### src/rtl/cpu_pkg.sv
// Shared definitions for the accumulator CPU and its boot loader: memory
// geometry plus the loader's state and error encodings.
package cpu_pkg;

    // Program/data memory geometry shared by memory, PC and loader.
    localparam int ADDR_W = 5;
    localparam int DATA_W = 8;

    // Loader frame-walk states.
    typedef enum logic [2:0] {
        IDLE,
        LEN,
        DATA,
        CSUM,
        DONE,
        ERR
    } ldr_state_t;

    // Reason the last frame was aborted, as seen on err_code.
    typedef enum logic [1:0] {
        ERR_NONE = 2'd0,
        ERR_LEN  = 2'd1,
        ERR_CSUM = 2'd2,
        ERR_TMO  = 2'd3
    } ldr_err_t;

    // States in which a frame is being received and bytes are accepted.
    function automatic logic is_busy(ldr_state_t s);
        return s inside {LEN, DATA, CSUM};
    endfunction

endpackage

### src/rtl/prog_loader_if.sv
// Byte stream into the loader plus the loader's memory write port.
// master: the upstream byte source / memory side; slave: the loader.
interface prog_loader_if #(
    parameter int ADDR_W = cpu_pkg::ADDR_W,
    parameter int DATA_W = cpu_pkg::DATA_W
);
    logic              s_valid;
    logic [DATA_W-1:0] s_data;
    logic              s_ready;
    logic              mem_wr;
    logic [ADDR_W-1:0] mem_addr;
    logic [DATA_W-1:0] mem_din;

    modport master (
        output s_valid,
        output s_data,
        input  s_ready,
        input  mem_wr,
        input  mem_addr,
        input  mem_din
    );

    modport slave (
        input  s_valid,
        input  s_data,
        output s_ready,
        output mem_wr,
        output mem_addr,
        output mem_din
    );

endinterface

### src/rtl/ldr_timeout.sv
// Stall watchdog for the loader: counts consecutive stalled cycles and flags
// the cycle whose closing edge would be the TIMEOUT-th stall in a row.
module ldr_timeout #(
    parameter int TIMEOUT = 255
) (
    input  logic clk,
    input  logic rst,
    input  logic clear,
    input  logic count_en,
    output logic expired
);

    localparam int              CNT_W = 16;
    localparam logic [CNT_W-1:0] LIMIT = CNT_W'(TIMEOUT - 1);

    logic [CNT_W-1:0] count_q;
    logic [CNT_W-1:0] count_d;

    // Next count: clear wins over counting; otherwise hold.
    always_comb begin
        // NOTE: assign a default before any branch so no path leaves count_d unassigned (no latch).
        count_d = count_q;
        if (clear) begin
            count_d = '0;
        end else if (count_en) begin
            count_d = count_q + CNT_W'(1);
        end
    end

    // Stall counter register.
    always_ff @(posedge clk or negedge rst) begin
        if (!rst) begin
            count_q <= '0;
        end else begin
            // NOTE: sequential state uses non-blocking assignment so all flops update together.
            count_q <= count_d;
        end
    end

    // This stalled cycle is the TIMEOUT-th in a row once count_q has seen TIMEOUT-1.
    assign expired = count_en && !clear && (count_q == LIMIT);

endmodule

### src/rtl/prog_loader.sv
// Boot loader: receives a length/data/checksum frame on a byte stream, writes
// the data bytes into program memory and releases the CPU only when the whole
// frame checks out.
module prog_loader #(
    parameter int ADDR_W  = cpu_pkg::ADDR_W,
    parameter int DATA_W  = cpu_pkg::DATA_W,
    parameter int TIMEOUT = 255
) (
    input  logic       clk,
    input  logic       rst,
    input  logic       start,
    prog_loader_if.slave bus,
    output logic       busy,
    output logic       cpu_run,
    output logic       err,
    output logic [1:0] err_code
);

    import cpu_pkg::*;

    localparam int DEPTH = 2 ** ADDR_W;
    // One extra bit so a full-depth length (DEPTH) is representable.
    localparam int IDX_W = ADDR_W + 1;

    ldr_state_t        state_q,    state_d;
    logic [IDX_W-1:0]  len_q,      len_d;
    logic [IDX_W-1:0]  idx_q,      idx_d;
    logic [DATA_W-1:0] sum_q,      sum_d;
    logic              wr_q,       wr_d;
    logic [ADDR_W-1:0] waddr_q,    waddr_d;
    logic [DATA_W-1:0] wdata_q,    wdata_d;
    ldr_err_t          err_code_q, err_code_d;
    logic              busy_q,     busy_d;
    logic              run_q,      run_d;
    logic              err_q,      err_d;

    logic              hs;
    logic              len_bad;
    logic [DATA_W-1:0] sum_add;
    logic              tmo_clear;
    logic              tmo_count;
    logic              tmo_expired;

    // s_ready is the registered busy flag, so it never depends on s_valid.
    assign hs        = bus.s_valid & busy_q;
    assign sum_add   = sum_q + bus.s_data;
    assign len_bad   = (bus.s_data == '0) ||
                       ({1'b0, bus.s_data} > (DATA_W + 1)'(DEPTH));
    assign tmo_count = busy_q & ~hs;

    ldr_timeout #(
        .TIMEOUT (TIMEOUT)
    ) u_timeout (
        .clk      (clk),
        .rst      (rst),
        .clear    (tmo_clear),
        .count_en (tmo_count),
        .expired  (tmo_expired)
    );

    // Next state, frame bookkeeping, write-port capture and registered outputs.
    always_comb begin
        state_d    = state_q;
        len_d      = len_q;
        idx_d      = idx_q;
        sum_d      = sum_q;
        wr_d       = 1'b0;
        waddr_d    = waddr_q;
        wdata_d    = wdata_q;
        err_code_d = err_code_q;
        tmo_clear  = hs;

        unique case (state_q)
            IDLE, DONE, ERR: begin
                if (start) begin
                    state_d    = LEN;
                    err_code_d = ERR_NONE;
                    tmo_clear  = 1'b1;
                end
            end
            LEN: begin
                if (hs) begin
                    if (len_bad) begin
                        state_d    = ERR;
                        err_code_d = ERR_LEN;
                    end else begin
                        len_d   = bus.s_data[IDX_W-1:0];
                        sum_d   = bus.s_data;
                        idx_d   = '0;
                        state_d = DATA;
                    end
                end
            end
            DATA: begin
                if (hs) begin
                    sum_d   = sum_add;
                    wr_d    = 1'b1;
                    waddr_d = idx_q[ADDR_W-1:0];
                    wdata_d = bus.s_data;
                    idx_d   = idx_q + IDX_W'(1);
                    if (idx_q == len_q - IDX_W'(1)) begin
                        state_d = CSUM;
                    end
                end
            end
            CSUM: begin
                if (hs) begin
                    if (sum_add == '0) begin
                        state_d = DONE;
                    end else begin
                        state_d    = ERR;
                        err_code_d = ERR_CSUM;
                    end
                end
            end
            default: begin
                state_d = IDLE;
            end
        endcase

        // A stall that reaches the limit aborts; a handshake in the same cycle wins.
        if (tmo_expired) begin
            state_d    = ERR;
            err_code_d = ERR_TMO;
        end

        busy_d = is_busy(state_d);
        run_d  = (state_d == DONE);
        err_d  = (state_d == ERR);
    end

    // FSM state register.
    always_ff @(posedge clk or negedge rst) begin
        if (!rst) begin
            state_q <= IDLE;
        end else begin
            state_q <= state_d;
        end
    end

    // Frame datapath, write port and status output registers.
    always_ff @(posedge clk or negedge rst) begin
        if (!rst) begin
            len_q      <= '0;
            idx_q      <= '0;
            sum_q      <= '0;
            wr_q       <= 1'b0;
            waddr_q    <= '0;
            wdata_q    <= '0;
            err_code_q <= ERR_NONE;
            busy_q     <= 1'b0;
            run_q      <= 1'b0;
            err_q      <= 1'b0;
        end else begin
            len_q      <= len_d;
            idx_q      <= idx_d;
            sum_q      <= sum_d;
            wr_q       <= wr_d;
            waddr_q    <= waddr_d;
            wdata_q    <= wdata_d;
            err_code_q <= err_code_d;
            busy_q     <= busy_d;
            run_q      <= run_d;
            err_q      <= err_d;
        end
    end

    assign bus.s_ready  = busy_q;
    assign bus.mem_wr   = wr_q;
    assign bus.mem_addr = waddr_q;
    assign bus.mem_din  = wdata_q;
    assign busy         = busy_q;
    assign cpu_run      = run_q;
    assign err          = err_q;
    assign err_code     = err_code_q;

endmodule

### src/flat_wrapper.sv
// flat-port wrapper written by rule: the top's interface ports become plain ports
module prog_loader_flat import cpu_pkg::*;
#(
    parameter int ADDR_W  = cpu_pkg::ADDR_W,
    parameter int DATA_W  = cpu_pkg::DATA_W,
    parameter int TIMEOUT = 255
)
  (clk, rst, start, busy, cpu_run, err, err_code, bus_s_valid, bus_s_data, bus_s_ready, bus_mem_wr, bus_mem_addr, bus_mem_din);
  prog_loader_if #(.ADDR_W(ADDR_W), .DATA_W(DATA_W)) bus_i ();
  input  logic clk;
  input  logic rst;
  input  logic start;
  output logic busy;
  output logic cpu_run;
  output logic err;
  output logic [1:0] err_code;
  input wire logic [$bits(bus_i.s_valid)-1:0] bus_s_valid;
  input wire logic [$bits(bus_i.s_data)-1:0] bus_s_data;
  output wire logic [$bits(bus_i.s_ready)-1:0] bus_s_ready;
  output wire logic [$bits(bus_i.mem_wr)-1:0] bus_mem_wr;
  output wire logic [$bits(bus_i.mem_addr)-1:0] bus_mem_addr;
  output wire logic [$bits(bus_i.mem_din)-1:0] bus_mem_din;
  assign bus_i.s_valid = bus_s_valid;
  assign bus_i.s_data = bus_s_data;
  assign bus_s_ready = bus_i.s_ready;
  assign bus_mem_wr = bus_i.mem_wr;
  assign bus_mem_addr = bus_i.mem_addr;
  assign bus_mem_din = bus_i.mem_din;
  prog_loader #(.ADDR_W(ADDR_W), .DATA_W(DATA_W), .TIMEOUT(TIMEOUT)) u_core (.clk(clk), .rst(rst), .start(start), .bus(bus_i), .busy(busy), .cpu_run(cpu_run), .err(err), .err_code(err_code));
endmodule
### config.mk
export PLATFORM = sky130hd
export DESIGN_NAME = prog_loader_flat
export DESIGN_NICKNAME = d
export VERILOG_FILES = /design/src/rtl/cpu_pkg.sv /design/src/rtl/prog_loader_if.sv /design/src/rtl/ldr_timeout.sv /design/src/rtl/prog_loader.sv /design/src/flat_wrapper.sv
export SDC_FILE = /design/constraint.sdc
export NUM_CORES = 1
export LEC_CHECK = 0
export BUFFER_PORTS_ARGS = -buffer_cell sky130_fd_sc_hd__buf_2
export CAP_MARGIN = 20
export CELL_PAD_IN_SITES_DETAIL_PLACEMENT = 0
export CELL_PAD_IN_SITES_GLOBAL_PLACEMENT = 1
export CORE_UTILIZATION = 43
export CTS_BUF_LIST = sky130_fd_sc_hd__clkbuf_2 sky130_fd_sc_hd__clkbuf_4 sky130_fd_sc_hd__clkbuf_8
export CTS_CLUSTER_SIZE = 24
export DETAILED_ROUTE_END_ITERATION = 16
export GPL_ROUTABILITY_DRIVEN = 0
export PLACE_DENSITY_LB_ADDON = 0.15
export SLEW_MARGIN = 30
export SYNTH_ARGS = -nofsm -noshare
export SYNTH_HDL_FRONTEND = slang
export SYNTH_SLANG_ARGS = --single-unit
### constraint.sdc
create_clock -name clk -period 2.5 [get_ports clk]
set_input_delay 0.125 -clock clk [delete_from_list [all_inputs] [get_ports clk]]
set_output_delay 0.125 -clock clk [all_outputs]
set_load 0.02 [all_outputs]
==> Word level (Yosys, flattened, before mapping) <==
Index checks and enable logic that the tools add are counted.
{ "op_classes": {"order_cmp": 1, "n_reduce_logical": 16, "mux": 30, "n_addsub": 4, "eq_ne": 20, "bitwise": 4} }
{ "op_table": {"columns": ["operator", "n"], "rows": [
  ["$mux 16", 2],
  ["$mux 8", 3],
  ["$mux 3", 7],
  ["$mux 6", 3],
  ["$add 16x1->16 const B", 1],
  ["$eq 16x8->1 const B", 1],
  ["$logic_not 8->1", 2],
  ["$pmux 8 s2", 1],
  ["$eq 3x2->1 const B", 4],
  ["$eq 3x3->1 const B", 4],
  ["$mux 2", 6],
  ["$pmux 3 s4", 1],
  ["$pmux 6 s2", 1],
  ["$ne 3x1->1 const B", 3],
  ["$add 8x8->8", 1],
  ["$gt 8x6->1 const B", 1],
  ["$add 6x1->6 const B", 1],
  ["$eq 3x1->1 const B", 2],
  ["$eq 6x6->1", 1],
  ["$ne 3x2->1 const B", 2],
  ["$pmux 2 s3", 1],
  ["$reduce_and 6->1", 1],
  ["$sub 6x1->6 const B", 1],
  ["$mux 1", 5],
  ["15 further kinds", 20]
]} }
{ "word_totals": {"ff_bits": 58, "out_inout_bits": 20, "word_cells": 87, "input_bits": 12} }

==> Depth between registers and ports, before layout <==
{ "depth": {"ltp_word": 9, "depth_mapped": 8, "depth_no_buf": 7} }

==> Cells and area by module <==
Synthesis repeated with hierarchy kept, for this count alone.
{ "unflattened": {"cells_unflattened": 337, "area_unflattened_um2": 3195.6} }
{ "by_module_without_submodules": {"columns": ["module", "seq_area_each_um2", "cells_each", "area_each_um2", "n_inst"], "rows": [
  ["prog_loader", 1051.0, 249, 2333.5, 1],
  ["ldr_timeout", 400.4, 88, 862.1, 1]
]} }

==> Least setup slack after synthesis <==
OpenSTA, ideal clock, no wires.
{ "synth_timing": {"path_type": "register to register", "startpoint": "register u_core.sum_q[0]", "endpoint": "register u_core.err_code_q[0], in the netlist u_core.err_code[0]", "n_path_buf": 1, "stages_incl_launch_ff": 9, "required_time_ns": 2.380, "setup_time_ns": 0.120, "synth_period_minus_slack_ns": 2.423, "slack_ns": 0.077, "arrival_time_ns": 2.303, "path_cell_list": "dfrtp_1 ha_1 fa_1 a211oi_2 o21ai_1 and3_1 or4_1 clkbuf_1 a31o_2"} }
{ "synth_between": {"elab_chain_cells": 4} }
{ "synth_rtl": {"columns": ["item", "line", "source"], "rows": [
  ["start: declaration", "prog_loader.sv:28", "logic [DATA_W-1:0] sum_q, sum_d;"],
  ["start signal: assignment", "prog_loader.sv:157", "sum_q <= sum_d;"],
  ["$add 8x8->8", "prog_loader.sv:46", "assign sum_add = sum_q + bus.s_data;"],
  ["$logic_not 8->1", "prog_loader.sv:108", "if (sum_add == '0) begin"],
  ["$ne 3x2->1 (no line)", null, null],
  ["$reduce_and 6->1 (no line)", null, null],
  ["end signal: assignment", "prog_loader.sv:161", "err_code_q <= err_code_d;"],
  ["end: declaration", "prog_loader.sv:32", "ldr_err_t err_code_q, err_code_d;"]
]} }
No other way between the ends.
A chain may end at the register's enable or synchronous reset.

==> Final worst setup path <==
Same ends and word-level chain as after synthesis.

==> key figures <==
Synth
  • Xor and xnor area share after synthesis: 0.07121
  • Adder-cell share of the synthesized area: 0.04930
  • Commonest cells in the synthesized netlist: nand2_1 (65), dfrtp_1 (58), nor2_1 (31), xor2_1 (16), o21ai_0 (13)
  • Synth Warn #: 0
  • Count leader, synth: nand2_1
  • Top cells by area, synth: dfrtp_1 (45%), nand2_1 (7.6%), xor2_1 (4.4%), ha_1 (4.3%), nor2_1 (3.6%)
  • Synth Area in Compound Gates: 0.1338
  • Post-Synth Simple-Gate Area: 0.2418
  • Share of the synthesized area in the top cell type: 0.4538
  • Main combinational cell family by area after synthesis: simple AND/OR/NAND/NOR gates
  • Library cells used by synthesis: 58
  • Post-synth EDFFs: 0
  • Post-synthesis mux area share: 0.02347
  • Post-synthesis cell count: 338
  • Synth area leader: dfrtp_1
  • Seq/Total Area, Yosys: 0.4538
  • Register bit total from synthesis: 58
  • Synthesized area per cell: 9.462 um^2
  • Cell Area, Synth: 3198 um^2
  • Post-synth ARST share: 1.000
  • Post-Synthesis Net Count: 362
  • Primary FF master, synth: dfrtp_1

Finish
  • Final nets: 406
  • Layout cells sized above 1: 0.2171
  • Fin util: 0.5201
  • Synth-to-layout area growth: 17.33%
  • N_diodes: 0

Clock tree
  • Clock sinks: 58
  • Worst-path clk slew: 0.07 ns
  • CTS root buf: clkbuf_8
  • Htree depth: 3
  • TritonCTS clock tree: done
  • Worst-Skew Late Latency: 0.33 ns
  • CTS buffer count: 9
  • Longest Clk Path Bufs: 2

Placed design
  • Post-place setup slack: -0.1107 ns
  • Final HPWL DP: 5.170 mm
  • # port buffers: 31

Timing
  • Slack of the critical path: 0.07806 ns
  • Rel. slew slack: 0.5035
  • Fmax: 412.9 MHz
  • Setup-failing EPs final: 0
  • Hold_ws: 0.05450 ns
  • Worst Tran Pin Value: 0.7447 ns
  • Clock skew: 0.006520 ns
  • Post-route clock period utilization: 0.9688
  • Final Hold Fails: 0
  • Final worst path period need: 2.422 ns
  • Max Slew Vio Count: 0

Global routing
  • Pin count of the biggest net entering global routing: 59
  • Vias in the first global route: 2497
  • Antenna violations before repair: 0
  • Grt total ovfl: 0
  • Total GRT Usage: 0.2108
  • First-pass GRT wire length: 12.43 mm

Run
  • Max_cap viols: 0

Setup path
  • CP Launch Type: register
  • Register-to-Register Path Depth: 7
  • Worst path max stage delay: 0.53 ns
  • Crit path capture type: register
  • Worst path cell trace: ha_2 > fa_2 > a211oi_4 > o21ai_2 > and3_1 > or4_4 > a31o_2
  • CP Max Fanout: 6
  • Critical setup path kind: reg2reg
  • CP arrival: 2.64 ns
  • CP max stage cell: or4_4
  • WP data required: 2.72 ns

Hold path
  • WHS Path Cells: 3
  • Hold crit path type: in2reg

Die
  • Die Ht: 88.24 um
  • Rows: 31
  • Starting Density: 0.4433
  • Core ar.: 7214 um^2
  • Die X: 88.24 um
  • Die area: 7786 um^2
  • I/O pin cnt: 32

Route
  • Post-route antenna net violation count: 0
  • Via count: 2605
  • DRT Wirelength: 7.409 mm
  • DR pass1 iterations: 4
  • Vias/cell: 5.360
  • Residual DRC: 0
  • DR iter-0 viols: 137
  • DR WL/cell: 15.24 um

Pwr
  • PwrDens: 1051 nW/um^2
  • VDD IR max: 0.4568 mV
  • Leak: 1.718 nW

Run status
  • Status: finished, final reports clean
-- cell families (layout without fill, tap and decap cells) --
logic type	after synthesis	in the layout
simple gates	155	155
compound gates	60	60
flops	58	58
xor+xnor	26	26
buf+inv	20	69
fa+ha+maj	12	12
mux	7	7
-- path summary, 6_finish.rpt --
| check | from | endpoint | slack [ns] |
|---|---|---|---|
| worst min register to register | u_core.bus.mem_din[5] | u_core.bus.mem_din[5] | 0.47 |
| worst min-delay path | bus_s_data[6] | u_core.bus.mem_din[6] | 0.05 |
| worst max-delay path | u_core.sum_q[0] | u_core.err_code[0] | 0.08 |
| min in group asynchronous | rst | u_core.bus.mem_wr | 0.47 |
| worst max register to register | u_core.sum_q[0] | u_core.err_code[0] | 0.08 |
| max in group asynchronous | rst | u_core.sum_q[4] | 1.53 |
-- sequential cells by signal (all words and copies together), names as in the netlist, 2 cells and up --
name and count:
u_core.len_q 6, u_core.bus.mem_din 8, u_core.err_code 2, u_core.bus.mem_addr 5
u_core.idx_q 6, u_core.state_q 3, u_core.u_timeout.count_q 16, u_core.sum_q 8
-- where the power goes --
| part | leakage [nW] | switching [mW] | internal (mW) |
|---|---|---|---|
| Combinational | 0.872 | 0.920 | 0.661 |
| Clock | 0.0945 | 0.396 | 0.487 |
| Sequential | 0.752 | 0.262 | 1.22 |
| Total | 1.72 | 1.58 | 2.37 |
-- stage by stage --
stage          area, um^2  setup TNS, ns  cells  power (mW)
2_1_floorplan        3198              0    338       2.580
6_report             3752              0    486       3.943
3_3_place_gp         3505       -0.01424    468       2.977
3_5_place_dp         3505        -0.2358    468       3.002
4_1_cts              3732              0    486       3.918
5_1_grt              3752       -0.08430    486       4.262
-- per-layer routing --
layer  vias up  global-route usage  share of wire
li1       1283                   -              -
met1      1245              0.3103           0.52
met2        60              0.3077           0.43
met3        17             0.03638          0.034
met4         0             0.08358          0.020
met5         -                   0              0
-- layout make-up --
| type | count | area (um^2) |
|---|---|---|
| well taps | 99 | 123.9 |
| multi-input cells | 260 | 1688 |
| clock inverters | 6 | 66.31 |
| inverters | 10 | 37.54 |
| repair buffers | 43 | 247.7 |
| clock buffers | 10 | 137.6 |
| fillers | 706 | 3462 |
| flip-flops and latches | 58 | 1451 |
-- critical path: cells and delay by family, from the launching register on --
kind | cells | cell delay [ns]
adders and majority gates | 2 | 0.60
AOI/OAI and AO/OA | 3 | 0.59
and+or+nand+nor | 2 | 0.73
DFF | 1 | 0.39
-- repair_timing --
action | 4_1_cts | 5_1_grt
resized for setup | 2 | 4
setup endpoints to repair | 4 | 4
hold buffers | 1 | 0
setup buffers | 1 | 0
endpoints found under the hold margin | 58 | 0
pin swaps | 2 | 3
-- cell usage in the layout (no fill, tap or decap), types with 3 or more instances in the layout --
master      synthesis  layout
xor2_1             16      16
inv_1               9       9
nand3_1             7       7
nor4_1              5       5
dfrtp_1            58      58
a21oi_1            12      12
clkinvlp_4          0       3
and3_1              5       5
xnor2_1            10      10
nor3_1              9       9
buf_2               5      31
nor2_1             31      31
nand2_1            65      65
nor3b_1             3       3
nand4_1             7       7
o21ai_0            13      13
a31oi_1             8       8
mux2i_1             3       3
or3_1               3       3
buf_4               1      11
ha_1               11      10
a21o_1              3       3
clkbuf_8            0      10
mux2_2              4       4
Note: power is estimated with default switching activity, not from simulation.
